===== src/rtl/seq_alu.sv =====
// Multi-cycle ALU with internal carry/parity flags, N-bit shifts and shift-add multiply.
// Valid/ready handshakes on command and result so the controller can stall it.
module seq_alu #(
  parameter int WIDTH  = 8,
  parameter bit MUL_EN = 1'b1
) (
  input  logic             clk,
  input  logic             reset_n,
  input  logic             in_valid,
  output logic             in_ready,
  input  logic [3:0]       alu_cmd,
  input  logic [WIDTH-1:0] in_a,
  input  logic [WIDTH-1:0] in_b,
  output logic             out_valid,
  input  logic             out_ready,
  output logic [WIDTH-1:0] rslt,
  output logic             sc_flag,
  output logic             pari_flag,
  output logic             busy
);

  localparam int SW = $clog2(WIDTH);
  localparam int CW = SW + 1;

  localparam logic [1:0] S_IDLE = 2'd0;
  localparam logic [1:0] S_EXEC = 2'd1;
  localparam logic [1:0] S_DONE = 2'd2;

  localparam logic [3:0] OP_ADD  = 4'd0;
  localparam logic [3:0] OP_SUB  = 4'd1;
  localparam logic [3:0] OP_SHL1 = 4'd2;
  localparam logic [3:0] OP_ASR1 = 4'd3;
  localparam logic [3:0] OP_RRC  = 4'd4;
  localparam logic [3:0] OP_NOT  = 4'd5;
  localparam logic [3:0] OP_AND  = 4'd6;
  localparam logic [3:0] OP_XOR  = 4'd7;
  localparam logic [3:0] OP_RXOR = 4'd8;
  localparam logic [3:0] OP_SHLN = 4'd9;
  localparam logic [3:0] OP_SHRN = 4'd10;
  localparam logic [3:0] OP_MUL  = 4'd11;
  localparam logic [3:0] OP_CLRF = 4'd12;

  logic [1:0]       state;
  logic [CW-1:0]    cnt;
  logic [3:0]       cmd_q;
  logic [WIDTH-1:0] opa, hi, lo;
  logic             accept, is_mul, multi;
  logic [SW-1:0]    shamt;
  logic [WIDTH:0]   mul_sum;
  logic [WIDTH-1:0] step_hi, step_lo;
  logic             step_c;

  // Result of every op that completes on the accept edge, packed as {pari, sc, rslt}.
  function automatic logic [WIDTH+1:0] single_op(
    input logic [3:0]       cmd,
    input logic [WIDTH-1:0] a,
    input logic [WIDTH-1:0] b,
    input logic             sc,
    input logic             pari
  );
    logic [WIDTH:0] sum;
    logic           np;
    sum = '0;
    np  = 1'b0;
    single_op = {pari, sc, {WIDTH{1'b0}}};
    case (cmd)
      OP_ADD: begin
        sum = {1'b0, a} + {1'b0, b} + {{WIDTH{1'b0}}, sc};
        single_op = {1'b0, sum};
      end
      OP_SUB: begin
        sum = {1'b0, a} + {1'b0, ~b} + {{WIDTH{1'b0}}, sc};
        single_op = {1'b0, sum};
      end
      OP_SHL1: single_op = {pari, a[WIDTH-1], a[WIDTH-2:0], sc};
      OP_ASR1: single_op = {pari, a[0], a[WIDTH-1], a[WIDTH-1:1]};
      OP_RRC:  single_op = {pari, a[0], sc, a[WIDTH-1:1]};
      OP_NOT:  single_op = {pari, 1'b0, ~a};
      OP_AND:  single_op = {pari, 1'b0, a & b};
      OP_XOR:  single_op = {pari, 1'b0, a ^ b};
      OP_RXOR: begin
        np = (^a) ^ pari;
        single_op = {np, 1'b0, {(WIDTH-1){1'b0}}, np};
      end
      // Only reached with a zero shift amount: pass A through, carry untouched.
      OP_SHLN, OP_SHRN: single_op = {pari, sc, a};
      OP_CLRF: single_op = '0;
      default: ;
    endcase
  endfunction

  assign in_ready  = (state == S_IDLE);
  assign out_valid = (state == S_DONE);
  assign busy      = (state != S_IDLE);
  assign accept    = in_valid && in_ready;
  assign shamt     = in_b[SW-1:0];
  assign is_mul    = MUL_EN && (alu_cmd == OP_MUL);
  assign multi     = is_mul || (((alu_cmd == OP_SHLN) || (alu_cmd == OP_SHRN)) && (shamt != '0));

  // One EXEC step: single-bit shift, or one add-and-shift of the multiply.
  always_comb begin
    mul_sum = {1'b0, hi} + (lo[0] ? {1'b0, opa} : {(WIDTH+1){1'b0}});
    step_hi = hi;
    step_lo = lo;
    step_c  = 1'b0;
    case (cmd_q)
      OP_SHLN: begin
        step_lo = {lo[WIDTH-2:0], 1'b0};
        step_c  = lo[WIDTH-1];
      end
      OP_SHRN: begin
        step_lo = {1'b0, lo[WIDTH-1:1]};
        step_c  = lo[0];
      end
      default: begin
        step_hi = mul_sum[WIDTH:1];
        step_lo = {mul_sum[0], lo[WIDTH-1:1]};
        step_c  = |mul_sum[WIDTH:1];
      end
    endcase
  end

  // Control, result and flag registers.
  always_ff @(posedge clk) begin
    if (!reset_n) begin
      state     <= S_IDLE;
      cnt       <= '0;
      rslt      <= '0;
      sc_flag   <= 1'b0;
      pari_flag <= 1'b0;
    end else begin
      case (state)
        S_IDLE: begin
          if (accept) begin
            if (multi) begin
              state <= S_EXEC;
              cnt   <= is_mul ? CW'(WIDTH) : {1'b0, shamt};
            end else begin
              state <= S_DONE;
              {pari_flag, sc_flag, rslt} <= single_op(alu_cmd, in_a, in_b, sc_flag, pari_flag);
            end
          end
        end
        S_EXEC: begin
          cnt <= cnt - CW'(1);
          if (cnt == CW'(1)) begin
            state   <= S_DONE;
            rslt    <= step_lo;
            sc_flag <= step_c;
          end
        end
        S_DONE: begin
          if (out_ready) state <= S_IDLE;
        end
        default: state <= S_IDLE;
      endcase
    end
  end

  // Operand working registers; lo holds the shift value or the multiplier.
  always_ff @(posedge clk) begin
    if (accept) begin
      cmd_q <= alu_cmd;
      opa   <= in_a;
      hi    <= '0;
      lo    <= (alu_cmd == OP_MUL) ? in_b : in_a;
    end else if (state == S_EXEC) begin
      hi <= step_hi;
      lo <= step_lo;
    end
  end

endmodule


===== config.mk =====
export PLATFORM = sky130hd
export DESIGN_NAME = seq_alu
export DESIGN_NICKNAME = d
export VERILOG_FILES = /design/src/rtl/seq_alu.sv
export SDC_FILE = /design/constraint.sdc
export NUM_CORES = 1
export LEC_CHECK = 0
export ABC_AREA = 1
export CORE_UTILIZATION = 50
export DETAILED_ROUTE_END_ITERATION = 12
export PLACE_DENSITY = 0.76
export SLEW_MARGIN = 20
export SYNTH_ARGS = -nofsm -noshare
export SYNTH_HDL_FRONTEND = slang
export SYNTH_SLANG_ARGS = --single-unit

===== constraint.sdc =====
create_clock -name clk -period 2.83 [get_ports clk]
set_clock_uncertainty 0.05 [all_clocks]
set_input_delay 0.566 -clock clk [delete_from_list [all_inputs] [get_ports clk]]
set_output_delay 0.566 -clock clk [all_outputs]
set_load 0.02 [all_outputs]

==> results.yml <==
status:
  outcome: "completed"
synthesis:
  seq_area_frac_synth_pct: 25.95
  syn_area_per_cell_um2: 6.470
  synth_area_leaders: "nand2_1, edfxtp_1, dfxtp_1"
  ys_types: 44
  synth_top_area_share_pct: 17.57
  synth_top_cell_by_area: "nand2_1"
  synth_commonest_cells: "nand2_1, inv_1, nor2_1, nand3_1, a21oi_1"
  synth_seq_cells: 44
  yosys.area_share.simple_pct: 34.32
  synth_top_family_by_area: "simple AND/OR/NAND/NOR gates"
  synth_ff_type: "dfxtp_1"
  synth_compound_area_share_pct: 15.80
  synth-xor-area-share_pct: 1.051
  syn_inst: 644
  synth_fa_ha_area_share_pct: 10.21
  synth_edf_count: 20
  synth_fp_nets: 699
  netlist_area_um2: 4166
  async_reset_ff_share_pct: 0
  synthMuxAreaShare_pct: 0.7207
  yosys_warnings: 0
  synth_most_common_cell: "nand2_1"
power:
  switchingPower_mw: 0.9429
  leakagePower_nw: 2.494
  p_int_mw: 1.527
  seqPwrFrac_pct: 34.3
  switching_share_pct: 38.18
  p_per_area_nw_per_um2: 505.7
  pwr-share-comb_pct: 42.2
  p_clk_share_pct: 23.4
  vdd_drop_max_v: 0.0003048
  p_total_mw: 2.470
critical_path:
  crit_chain: "clkdlybuf4s50_1 > inv_1 > buf_4 > fa_1 > inv_1 > fa_2 > nand3_1 > nand3_1 > nand2_1 > nand2_1 > nand2_1 > nand2_1 > nor2_1 > nor2_1 > nor2_1 > a21oi_1"
  crit_top_cell: "nand2_1"
  critPathKind: "input port to register"
  path_max_fanout: 4
  critPathCaptureType: "register"
  critical_path.max_stage_delay_ps: 470
  required_ps: 3020
  slowest_stage: "clkdlybuf4s50_1"
  cp.arrival_ps: 2770
  cp-start-kind: "input port"
route:
  ant_nets: 0
  drt_iter0_drc: 402
  wirelength_mm: 12.11
  drc_errors: 0
  route.vias.total: 4421
  dr.pass1.iters: 5
  wire_per_inst_um: 15.16
  via_per_inst: 5.533
die:
  io_pins: 37
  die_y_um: 93.29
  initial_core_util_pct: 52.82
  die_w_um: 93.29
  coreArea_um2: 7888
  num_rows: 32
  die_area_um2: 8702
final_layout:
  n_antenna_cell: 0
  area_delta_synth_final_pct: 17.21
  layout-drive-gt1-share_pct: 9.613
  final_nets: 751
  fill_cells: 736
  finalNonFillerCells: 799
timing:
  slew_headroom_pct: 62.64
  worst_pin_slew_ps: 558.4
  final_hold_viol_count: 0
  fmax_ghz: 0.3878
  fin_crit_ps: 2579
  drv_slew: 0
  rsz0062_at_grt: "false"
  post-route-period-util_pct: 91.12
  setup_viol: 0
  whs_ps: 451.1
global_route:
  grt_overflow_total: 0
  grt_antenna_before_repair: 0
  grt_pass1_vias: 4252
  grt_max_degree: 24
  grt_first_pass_wirelength_mm: 20.15
  grt_use_total_pct: 29.66
clocking:
  tritoncts: "built"
  ctsHtreeMaxLevel: 2
  cts-root-buf: "clkbuf_8"
  worstSkewPairLatency_ps: 300
  clk_pin_slew_ps: 90
  numCtsBuffers: 5
  cts_buffer_depth: 2
  numClockSinks: 44
placement:
  place.gp.congestion: 0.9392
  dpl.hpwl_mm: 9.545
  dp.cells: 791
  io_buffers: 36
run:
  maxCapViolCount: 0
worst_hold_path:
  hp-class: "register to register"
per-stage QoR:
| stage | area [um^2] | TNS, ps | utilization (%) | worst slack, ps |
|---|---|---|---|---|
| 2_1_floorplan | 4167 | 0 | - | 517.7 |
| 3_3_place_gp | 4746 | -156.0 | 60.17 | -71.04 |
| 3_5_place_dp | 4746 | -228.7 | 60.17 | -98.39 |
| 4_1_cts | 4878 | 0 | 61.85 | 212.9 |
| 5_1_grt | 4883 | 0 | 61.91 | 10.37 |
| 6_report | 4883 | 0 | 61.91 | 251.4 |
cell type report:
type                            count  area [um^2]  area share [%]
Clock buffer                        6        72.57           1.486
Timing Repair Buffer               59        533.0           10.91
Sequential cell                    44         1081           22.14
Multi-Input combinational cell    477         2592           53.09
Inverter                          109        416.7           8.532
Clock inverter                      2        60.06           1.230
Tap cell                          102        127.6           2.613
flip-flops by register name, summed over array words and instances, names as in the netlist:
register   flops
cmd_q          4
cnt            4
hi             8
lo             8
opa            8
pari_flag      1
rslt           8
sc_flag        1
state          2
per-layer routing:
| metal | track usage (%) | wire length, um | part of all wire [%] |
|---|---|---|---|
| met5 | 0 | 0 | 0 |
| met4 | 12.82 | 449 | 3.7 |
| met3 | 4.715 | 936 | 7.7 |
| met2 | 48.77 | 5394 | 45 |
| met1 | 38.41 | 5331 | 44 |
final timing paths:
path | start | end | slack (ps) | depth (start not counted)
max reg2reg | lo[0] | sc_flag | 460 | 11
max | in_a[0] | sc_flag | 250 | 16
min | cnt[3] | cnt[3] | 450 | 2
min reg2reg | cnt[3] | cnt[3] | 450 | 2
power by group through the flow:
stage / clock (mW) / combinational (mW) / sequential (mW)
after floorplan: 0 / 0.662 / 0.877
after global placement: 0 / 1.00 / 0.858
after detailed placement: 0 / 1.02 / 0.861
after CTS: 0.581 / 1.03 / 0.847
after global routing: 0.602 / 1.16 / 0.858
final: 0.579 / 1.04 / 0.848
repair_timing:
item                       in CTS  in global routing
gates resized for setup         0                  2
buffers inserted                0                  0
hold buffers                    0                  0
setup endpoints to repair       0                  1
cells by family after synthesis:
group	Yosys count
AOI/OAI and AO/OA	111
xor gates and xnor gates	5
adders and majority gates	31
buffers and inverters	123
DFF	44
muxes	3
and+or+nand+nor	327
placed cells by master (no fill, tap or decap), drive strengths merged:
cell and instances:
nor3 3, nand4 13, dfxtp 24, clkdlybuf4s50 36, o21a 1, a22oi 3
a211oi 1, nand3b 2, nand3 50, inv 109, a21oi 40, fa 5
edfxtp 20, bufinv 2, o21bai 1, xnor2 2, o2111ai 2, mux2i 3
o21ai 48, xor2 3, a31oi 5, clkbuf 6, o22ai 4, buf 23
ha 26, o211ai 4, o211a 1, nor2 57, nand2 202, o2bb2ai 1
critical path: cells and delay by family:
kind / cells / cell delay [ps]
and+or+nand+nor: 9 / 590
AOI/OAI and AO/OA: 1 / 110
buffers and inverters: 4 / 800
adders and majority gates: 2 / 680
Note: power is estimated with default switching activity, not from simulation.
